File: src/rtl/mem_port_arbiter.sv
// -----------------------------------------------------------------------------
// mem_port_arbiter
//   Shares one memory port between an instruction-fetch requester (I) and a
//   load/store requester (D). At most one transaction is outstanding. D wins
//   by default. I wins once it has lost STARVE_LIMIT arbitrations in a row.
//   A new request may issue in the same cycle as the previous response
//   (back-to-back). A request that waits on mem_gnt_i is frozen until accepted.
//
// Ports
//   clk, resetn          : clock (rising edge), async active-low reset
//   i_req_i/i_addr_i     : fetch request and address
//   i_gnt_o              : fetch request accepted this cycle
//   i_rvalid_o/i_rdata_o : fetch response (combinational from memory)
//   d_req_i/d_we_i/d_be_i/d_addr_i/d_wdata_i : load/store request
//   d_gnt_o              : load/store request accepted this cycle
//   d_rvalid_o/d_rdata_o : load data or store ack
//   mem_req_o/mem_we_o/mem_be_o/mem_addr_o/mem_wdata_o : shared port request
//   mem_gnt_i            : memory accepts the request this cycle
//   mem_rvalid_i/mem_rdata_i : response for the outstanding request
//   busy_o               : a transaction is outstanding
// -----------------------------------------------------------------------------
module mem_port_arbiter #(
  parameter int unsigned STARVE_LIMIT = 4
) (
  input  logic        clk,
  input  logic        resetn,
  input  logic        i_req_i,
  input  logic [31:0] i_addr_i,
  output logic        i_gnt_o,
  output logic        i_rvalid_o,
  output logic [31:0] i_rdata_o,
  input  logic        d_req_i,
  input  logic        d_we_i,
  input  logic [3:0]  d_be_i,
  input  logic [31:0] d_addr_i,
  input  logic [31:0] d_wdata_i,
  output logic        d_gnt_o,
  output logic        d_rvalid_o,
  output logic [31:0] d_rdata_o,
  output logic        mem_req_o,
  output logic        mem_we_o,
  output logic [3:0]  mem_be_o,
  output logic [31:0] mem_addr_o,
  output logic [31:0] mem_wdata_o,
  input  logic        mem_gnt_i,
  input  logic        mem_rvalid_i,
  input  logic [31:0] mem_rdata_i,
  output logic        busy_o
);

  typedef enum logic [1:0] {
    ST_IDLE   = 2'd0,
    ST_I_WAIT = 2'd1,
    ST_D_WAIT = 2'd2
  } state_e;

  localparam logic [3:0] STARVE_MAX = 4'(STARVE_LIMIT);

  state_e     state_q, state_d;
  logic [3:0] starve_q, starve_d;
  // hold_q marks a request presented but not yet accepted. hold_sel_i_q
  // remembers which requester owned it, so the selection cannot flip.
  logic       hold_q, hold_d;
  logic       hold_sel_i_q, hold_sel_i_d;

  logic       can_issue_s;
  logic       sel_i_s;
  logic       req_sel_s;

  // Arbitration: pick the requester and decide whether a request can issue
  always_comb begin
    // In a WAIT state the port frees up in the cycle the response returns.
    can_issue_s = (state_q == ST_IDLE) | mem_rvalid_i;
    if (hold_q) begin
      sel_i_s = hold_sel_i_q;
    end else if (i_req_i && (!d_req_i || (starve_q == STARVE_MAX))) begin
      sel_i_s = 1'b1;
    end else begin
      sel_i_s = 1'b0;
    end
    if (sel_i_s) begin
      req_sel_s = i_req_i;
    end else begin
      req_sel_s = d_req_i;
    end
  end

  // Shared-port request, payload mux and grant routing
  always_comb begin
    mem_req_o = resetn & can_issue_s & req_sel_s;
    if (sel_i_s) begin
      mem_we_o    = 1'b0;
      mem_be_o    = 4'hF;
      mem_addr_o  = i_addr_i;
      mem_wdata_o = 32'h0000_0000;
    end else begin
      mem_we_o    = d_we_i;
      mem_be_o    = d_be_i;
      mem_addr_o  = d_addr_i;
      mem_wdata_o = d_wdata_i;
    end
    i_gnt_o = mem_gnt_i & sel_i_s & mem_req_o;
    d_gnt_o = mem_gnt_i & ~sel_i_s & mem_req_o;
  end

  // Response routing to the side that owns the outstanding transaction
  always_comb begin
    i_rvalid_o = resetn & (state_q == ST_I_WAIT) & mem_rvalid_i;
    d_rvalid_o = resetn & (state_q == ST_D_WAIT) & mem_rvalid_i;
    if (state_q == ST_I_WAIT) begin
      i_rdata_o = mem_rdata_i;
    end else begin
      i_rdata_o = 32'h0000_0000;
    end
    if (state_q == ST_D_WAIT) begin
      d_rdata_o = mem_rdata_i;
    end else begin
      d_rdata_o = 32'h0000_0000;
    end
    busy_o = resetn & (state_q != ST_IDLE);
  end

  // Next-state logic for the transaction state, starvation counter and hold
  always_comb begin
    state_d      = state_q;
    starve_d     = starve_q;
    hold_d       = mem_req_o & ~mem_gnt_i;
    hold_sel_i_d = sel_i_s;

    if (i_gnt_o) begin
      state_d = ST_I_WAIT;
    end else if (d_gnt_o) begin
      state_d = ST_D_WAIT;
    end else if ((state_q != ST_IDLE) && mem_rvalid_i) begin
      state_d = ST_IDLE;
    end else begin
      state_d = state_q;
    end

    if (!i_req_i || i_gnt_o) begin
      starve_d = 4'd0;
    end else if (d_gnt_o && (starve_q < STARVE_MAX)) begin
      starve_d = starve_q + 4'd1;
    end else begin
      starve_d = starve_q;
    end
  end

  // State registers, cleared asynchronously so any outstanding transaction is dropped
  always_ff @(posedge clk or negedge resetn) begin
    if (!resetn) begin
      state_q      <= ST_IDLE;
      starve_q     <= 4'd0;
      hold_q       <= 1'b0;
      hold_sel_i_q <= 1'b0;
    end else begin
      state_q      <= state_d;
      starve_q     <= starve_d;
      hold_q       <= hold_d;
      hold_sel_i_q <= hold_sel_i_d;
    end
  end

endmodule

File: config.mk
export PLATFORM = sky130hd
export DESIGN_NAME = mem_port_arbiter
export DESIGN_NICKNAME = d
export VERILOG_FILES = /design/src/rtl/mem_port_arbiter.sv
export SDC_FILE = /design/constraint.sdc
export NUM_CORES = 1
export LEC_CHECK = 0
export CAP_MARGIN = 10
export CORE_AREA = 3 3 107 109
export DETAILED_ROUTE_END_ITERATION = 7
export DIE_AREA = 0 0 110 112
export PLACE_DENSITY_LB_ADDON = 0.08
export SYNTH_ARGS = -nofsm -noshare
export SYNTH_HDL_FRONTEND = slang
export SYNTH_SLANG_ARGS = --single-unit
File: constraint.sdc
create_clock -name clk -period 1.6 [get_ports clk]
set_input_delay 0.16 -clock clk [delete_from_list [all_inputs] [get_ports clk]]
set_output_delay 0.16 -clock clk [all_outputs]
set_load 0.02 [all_outputs]
# Word-level counts from Yosys, hierarchy flattened

Index checks and enable logic that the tools add are counted.

Flip-flop bits (word level): 8
Output and inout bits: 139

Order comparisons: 1
Reductions and logical operators: 11
Mux-type cells: 14
Add/subtract/negate cells: 1
Equal/unequal tests: 3
Bitwise logic cells: 15

Operator list:

| cell                                                                          | number |
|---|---|
| 32-bit 2-to-1 mux                                                             | 4 |
| 1-bit AND                                                                     | 12 |
| 4-bit 2-to-1 mux                                                              | 3 |
| 2-bit 2-to-1 mux                                                              | 3 |
| 4-bit by 1-bit adder with 4-bit output (second input constant)                | 1 |
| 4-bit by 3-bit == test with 1-bit output (second input constant)              | 1 |
| 4-bit by 3-bit less-than comparator with 1-bit output (second input constant) | 1 |
| 1-bit 2-to-1 mux                                                              | 4 |
| 2-bit nonzero test                                                            | 2 |
| 1-bit logical AND                                                             | 3 |
| 3-bit nonzero test                                                            | 1 |
| 2-bit by 1-bit == test with 1-bit output (second input constant)              | 1 |
| 2-bit == test (second input constant)                                         | 1 |
| 1-bit zero test                                                               | 2 |
| 2-bit zero test                                                               | 1 |
| 1-bit logical OR                                                              | 2 |
| 1-bit inverter                                                                | 2 |
| 1-bit OR                                                                      | 1 |

# Longest topological paths before layout

Gate-level depths: netlist (run 1).

Word-level depth: 11
Depth in mapped cells: 7
Gate-level depth less buffers: 6

# Least setup slack after synthesis (run 1)

Ideal clock, no wire load.

Path kind: reg-to-output
Start point: register starve_q[0]
End point: output mem_addr_o[21]
Buffers on the path: 1
Slack: -163 ps
Data required time: 1,440 ps
Cell stages (with the launch flop): 8
Data arrival time: 1,603 ps
Path through: dfrtp_1 > inv_1 > ha_1 > nand3b_1 > a21oi_2 > a21oi_4 > buf_6 > mux2_1

Longest elaborated chain between the ends: 6

RTL lines:

| element                                  | line | source |
|---|---|---|
| start: declaration                       | 60   | `logic [3:0] starve_q, starve_d;` |
| start signal: assignment                 | 158  | `starve_q <= starve_d;` |
| 4-bit by 3-bit == test with 1-bit output | 76   | `end else if (i_req_i && (!d_req_i \|\| (starve_q == STARVE_MAX))) begin` |
| 1-bit logical OR                         | 76   |  |
| 1-bit logical AND                        | 76   |  |
| 1-bit 2-to-1 mux                         | 76   |  |
| 1-bit 2-to-1 mux                         | 74   | `if (hold_q) begin` |
| 32-bit 2-to-1 mux                        | 91   | `if (sel_i_s) begin` |
| end: declaration                         | 43   | `output logic [31:0] mem_addr_o,` |

No other way between the ends.

# Worst setup path in the final report (run 1)

Start point: register starve_q[1]
End point: output mem_addr_o[30]

Same word-level chain as after synthesis.

==> out/metrics.yaml, run 1 <==
outcome:
  status: "complete, but fails checks"
  violations: "setup timing"
global_route:
  grt_max_degree: 27
  grt_pass1_vias: 2431
  grt_usage_pct: 15.4
  antenna_found_initial: 0
  grt-ovfl-total: 0
  grt_pass1_wl_microns: 14700
sta:
  finalHoldViolCount: 0
  slew_viol_final: 0
  worst_pin_slew_ns: 0.254
  rsz0062_at_grt: "yes"
  slew_headroom_pct: 83.0
  setup_tns_ns: -30.98
  fin_skew_ns: 0.00571
  fmax_ghz: 0.455
  layout_min_cycle_time_ns: 2.20
  finalSetupViolations: 72
  finalWorstSetupSlack_ns: -0.597
  finalCritPeriodShare_pct: 137
cells_and_area:
  layout-drive-gt1-share_pct: 45.9
  diodes: 0
  synthToLayoutAreaGrowth_pct: 214
  final_cell_count_no_fill: 652
  design_area_sq_um: 4980
  final_nets: 655
worst_hold_path:
  hp-class: "primary input to async pin"
place:
  placedCellCount: 632
  post-place-ws_ns: -0.721
  hpwlAfterDp_microns: 9050
  placed_area_sq_um: 4820
  gp_routability_congestion: 0.790
  io_buffers: 277
power:
  ir_drop_uv: 366
  p_per_area_nw_per_um2: 421
  power.leakage_nw: 2.83
die:
  num_rows: 38
  core_sq_um: 10700
  start_util_pct: 14.8
  die_h_microns: 112
  fp.dieArea_sq_um: 12300
  io-pin-count: 278
  die_width_microns: 110
clock_tree:
  cts-root-buf: "clkbuf_8"
  max-clock-path-buffers: 2
  cts-hold-fix-buffers: 0
  numCtsBuffers: 3
  clk_latency_ns: 0.23
  path_clk_slew_ns: 0.04
  cts_sinks: 8
  cts_tree: "done"
  htree_levels: 1
drt:
  antenna_left: 0
  wl_per_cell_microns: 16.8
  drt-total-wl_microns: 11000
  dr.pass1.iters: 4
  drc: 0
  routed-via-count: 2551
  drtIter0Drc: 68
  routed_via_density: 3.91
worst_setup_path:
  cp-start-kind: "flop"
  required_ns: 1.44
  crit_type: "flop to output port"
  critPathArrivalTime_ns: 2.04
  cp-end-kind: "output port"
  reg2reg_slack_ns: 0.06
  path_max_fanout: 8
yosys:
  syn_area_sq_um: 1580
  postSynthAreaPerCell_sq_um: 7.80
  postSynthNetCount: 344
  synth_seq_cells: 8
  synth_ff_type: "dfrtp_1"
  synth_cell_types: 33
  async_reset_ff_share_pct: 100
  seq_area_frac_synth_pct: 12.6
  synth_edf_count: 0
  yosys_warnings: 0
  synthCells: 203
run:
  maxCapViolations: 0
## final cells by class
| class | instances | area, sq um |
|---|---|---|
| fillers | 1041 | 5720 |
| repair buffers | 321 | 3080 |
| multi-input cells | 175 | 1460 |
| flip-flops and latches | 8 | 203 |
| well taps | 140 | 175 |
| clock buffers | 3 | 41.3 |
| inverters | 5 | 18.8 |
## repair_timing
action | 4_1_cts | 5_1_grt
setup buffers | 9 | 8
gates cloned | 2 | 3
setup endpoints to repair | 139 | 143
pin swaps | 2 | 7
gates resized for setup | 358 | 176
## routing by layer
metal	wire length (microns)	vias up	share of wire, %	GRT usage [%]
met1	3870	1161	35	16.8
met4	55	0	0.50	1.91
met2	6190	90	57	30.9
met3	838	4	7.6	2.43
met5	0	-	0	0
li1	-	1296	-	-
## kinds of logic after synthesis
| group | Yosys count | share of synthesized area, % |
|---|---|---|
| flip-flops | 8 | 12.6 |
| multiplexers | 32 | 22.8 |
| AO/OA/AOI/OAI | 14 | 7.35 |
| buffers and inverters | 20 | 6.80 |
| AND/OR/NAND/NOR | 127 | 48.9 |
| adder cells (fa/ha/maj) | 2 | 1.58 |
## flip-flops by register name, indices dropped and copies added (netlist names)
name          cells
state_q           2
hold_q            1
hold_sel_i_q      1
starve_q          4
## per-stage QoR
stage,util (%),hold WS [ns],total power [mW]
finish,46.5,0.320,2.10
global route,46.5,0.343,2.21
CTS,46.1,0.325,2.09
detailed placement,45.1,0.574,1.80
global placement,45.1,0.564,1.79
floorplan,-,-0.136,0.902
## power breakdown
part	total [mW]	switching, mW	leakage [nW]	internal [mW]
clock network	0.244	0.0807	0.0216	0.163
registers	0.223	0.0101	0.106	0.213
logic	1.63	0.679	2.70	0.952
total	2.10	0.770	2.83	1.33
## cell usage in the layout, fill, tap and decap left out, types with 3 or more instances in the layout
cell type	n
mux2_4	30
clkdlybuf4s50_1	138
buf_12	4
nand2b_1	6
clkbuf_8	3
nor2_1	4
clkbuf_2	41
and3_1	4
buf_4	49
dlymetal6s2s_1	26
and2_2	29
dfrtp_1	6
nor3_1	3
buf_6	52
clkbuf_16	3
inv_1	5
and2_1	65
and2_4	3
buf_2	7
## worst max-delay path: stages, from the launching register on
cell and delay (ns):
dfrtp_1 0.38, inv_1 0.06, ha_2 0.17, nand3b_1 0.12, a21oi_2 0.19, a21oi_4 0.05, buf_6 0.13, buf_12 0.14
buf_6 0.12, mux2_4 0.30, buf_6 0.13
## cells in the mapped netlist, types with 2 or more instances
master / number / area, sq um
buf_6: 4 / 45.0
inv_1: 5 / 18.8
nor3_1: 3 / 15.0
nor2_1: 5 / 18.8
nor2b_1: 2 / 12.5
buf_2: 2 / 10.0
clkbuf_1: 9 / 33.8
ha_1: 2 / 25.0
dfrtp_1: 8 / 200
a21oi_1: 2 / 10.0
mux2_1: 4 / 45.0
nand3_1: 3 / 15.0
nand2_1: 2 / 7.51
nand2b_1: 6 / 37.5
nand3b_1: 2 / 15.0
and3_1: 4 / 25.0
and2_1: 97 / 607
mux2_2: 28 / 315
## path summary, 6_finish.rpt
path / to / start / depth (start not counted)
min reg2reg: starve_q[0] / starve_q[0] / 2
max in group asynchronous: state_q[1] / resetn / 2
max: mem_addr_o[30] / starve_q[1] / 10
min in group clk: hold_q / mem_gnt_i / 2
min: hold_q / resetn / 2
max reg2reg: starve_q[1] / hold_q / 7
(Power assumes the default switching activity.)
==> run 2: changes to the inputs <==
--- a/config.mk
+++ b/config.mk
@@ -10,6 +10,7 @@
 export DETAILED_ROUTE_END_ITERATION = 7
 export DIE_AREA = 0 0 110 112
 export PLACE_DENSITY_LB_ADDON = 0.08
+export SLEW_MARGIN = 30
 export SYNTH_ARGS = -nofsm -noshare
 export SYNTH_HDL_FRONTEND = slang
 export SYNTH_SLANG_ARGS = --single-unit
==> results of run 2 <==
No change in the layout: final DEF, timing and power equal those of run 1.
==> run 3: changes to the inputs <==
--- a/config.mk
+++ b/config.mk
@@ -6,9 +6,10 @@
 export NUM_CORES = 1
 export LEC_CHECK = 0
 export CAP_MARGIN = 10
-export CORE_AREA = 3 3 107 109
+export CORE_AREA = 2 2 109 111
 export DETAILED_ROUTE_END_ITERATION = 7
-export DIE_AREA = 0 0 110 112
+export DIE_AREA = 0 0 111 113
+export GPL_ROUTABILITY_DRIVEN = 1
 export PLACE_DENSITY_LB_ADDON = 0.08
 export SLEW_MARGIN = 30
 export SYNTH_ARGS = -nofsm -noshare
==> out/metrics.yaml, run 3 (synthesized netlist as in run 1, its figures left out) <==
cells_and_area:
  post-route-util_pct: 48.0  # +1.5 points
  final_cell_count_no_fill: 665  # +2.0%
  largest_register: "starve_q"
  diodes: 0  # unchanged
  layout_common_cells: "clkdlybuf4s50_1, buf_6, buf_4"
  largest_reg_flops: 4  # unchanged
  layout-drive-gt1-share_pct: 55.7  # +9.8 points
  final_nets: 665  # +1.5%
  largestRegisters: "starve_q: 4 flops, state_q: 2 flops"
  mostFrequentLayoutCell: "clkdlybuf4s50_1"
  synthToLayoutAreaGrowth_pct: 242
  design_area_sq_um: 5410  # +8.7%
sta:
  setup_tns_ns: -32.74  # -1.77 ns
  worst_pin_slew_ns: 0.210  # -0.0441 ns
  hold_ws_ns: 0.273  # -0.0473 ns
  slew_headroom_pct: 85.9  # +2.8 points
  rsz0062_at_grt: "yes"
  slew_viol_final: 0  # unchanged
  finalSetupViolations: 72  # unchanged
  finalHoldViolCount: 0  # unchanged
  finalCritPeriodShare_pct: 133  # -4.1 points
  layout_min_cycle_time_ns: 2.13  # -0.0656 ns
  fmax_ghz: 0.469  # +3.1%
  finalWorstSetupSlack_ns: -0.531  # +0.0656 ns
  fin_skew_ns: 0.00148  # -0.00424 ns
clock_tree:
  cts-hold-fix-buffers: 0  # unchanged
  cts_sinks: 8  # unchanged
  max-clock-path-buffers: 2  # unchanged
  cts-root-buf: "clkbuf_16"
  clk_latency_ns: 0.23  # about the same
  path_clk_slew_ns: 0.04  # about the same
  htree_levels: 1  # unchanged
  numCtsBuffers: 3  # unchanged
  cts_tree: "done"
drt:
  wl_met1_microns: 4070  # +5.1%
  routed-via-count: 2631  # +3.1%
  met2WireLength_microns: 6440  # +4.0%
  top_layer_used: "met4"
  drt-total-wl_microns: 11400  # +4.3%
  dr.pass1.iters: 2  # -2
  dr_wl_met3_microns: 719  # -14%
  antenna_left: 0  # unchanged
  drc: 0  # unchanged
  drtIter0Drc: 40  # -41%
  wl_per_cell_microns: 17.2  # +2.2%
  routed_via_density: 3.96  # +1.1%
die:
  die_h_microns: 113  # +0.89%
  num_rows: 39  # +2.6%
  core_sq_um: 11300  # +5.4%
  start_util_pct: 14.0  # -0.75 points
  die_width_microns: 111  # +0.91%
  fp.dieArea_sq_um: 12500  # +1.8%
  io-pin-count: 278  # unchanged
power:
  ir_drop_uv: 694  # +90%
  p_per_area_nw_per_um2: 465  # +10%
  power.leakage_nw: 2.66  # -5.8%
  finalPower_mw: 2.51  # +20%
worst_setup_path:
  crit_type: "flop to output port"
  r2r_cells: 8  # +1
  path_max_fanout: 7  # -1
  cp-end-kind: "output port"
  required_ns: 1.44  # about the same
  cp-start-kind: "flop"
  critPathArrivalTime_ns: 1.97  # -0.07 ns
global_route:
  grt_usage_pct: 15.7  # +0.33 points
  antenna_found_initial: 0  # unchanged
  grt_pass1_wl_microns: 15200  # +3.4%
  grt_max_degree: 34  # +26%
  grt-ovfl-total: 0  # unchanged
  grt_pass1_vias: 2446  # +0.62%
place:
  io_buffers: 277  # unchanged
  gp_routability_congestion: 0.831  # +5.2%
  placed_area_sq_um: 4820  # about the same
  hpwlAfterDp_microns: 8810  # -2.6%
  post-place-ws_ns: -0.716  # +0.00491 ns
  placedCellCount: 634  # +0.32%
run:
  maxCapViolations: 0  # unchanged
outcome:
  violations: "setup timing"
  status: "complete, but fails checks"
worst_hold_path:
  hp-class: "primary input to async pin"
==> run 3: cell types whose count changed in the layout (fill, tap and decap cells not counted), moves of 6 or more <==
cell,before,now
clkbuf_16,3,9
and2_2,29,9
buf_6,52,96
clkbuf_2,41,17
and2_1,65,49
and2_4,3,39
dlymetal6s2s_1,26,0
==> run 3: metal layers <==
layer  GRT usage [%]  up-vias
met4            4.50        0
met3            3.86       12
met2            31.9      109
li1                -     1308
met1            15.8     1202
met5               0        -
==> run 3: area by class of cell <==
cell class	count	area (sq um)
clock buffers	3	75.1
fillers	1103	5860
inverters	5	18.8
multi-input cells	175	1570
flip-flops and latches	8	201
well taps	143	179
repair buffers	331	3360
==> run 3: worst max-delay path: stages, from the launching register on <==
cell and delay [ns]:
dfrtp_1 0.37, inv_1 0.06, ha_2 0.18, nand3b_1 0.12, a21oi_2 0.20, a21oi_4 0.06, buf_12 0.15, clkbuf_16 0.16
mux2_4 0.30, buf_6 0.13
==> run 3: final timing paths <==
check	startpoint	slack [ns]	end
max in group asynchronous	resetn	1.09	state_q[1]
hold reg to reg	starve_q[1]	0.62	starve_q[1]
setup reg to reg	starve_q[1]	0.07	state_q[1]
setup / recovery	starve_q[1]	-0.53	mem_addr_o[3]
hold / removal	resetn	0.27	hold_q
min in group clk	mem_gnt_i	0.54	hold_q
==> run 3: what timing repair did <==
action | in CTS | in global routing
buffers inserted | 7 | 14
endpoints found under the setup margin | 139 | 142
pin swaps | 5 | 10
resized for setup | 621 | 173
gates cloned | 4 | 7
==> run 3: power by group <==
| group | internal, mW | switching [mW] | total [mW] |
|---|---|---|---|
| registers | 0.213 | 0.0106 | 0.223 |
| logic | 1.13 | 0.734 | 1.86 |
| clock network | 0.323 | 0.104 | 0.426 |
| total | 1.67 | 0.848 | 2.51 |
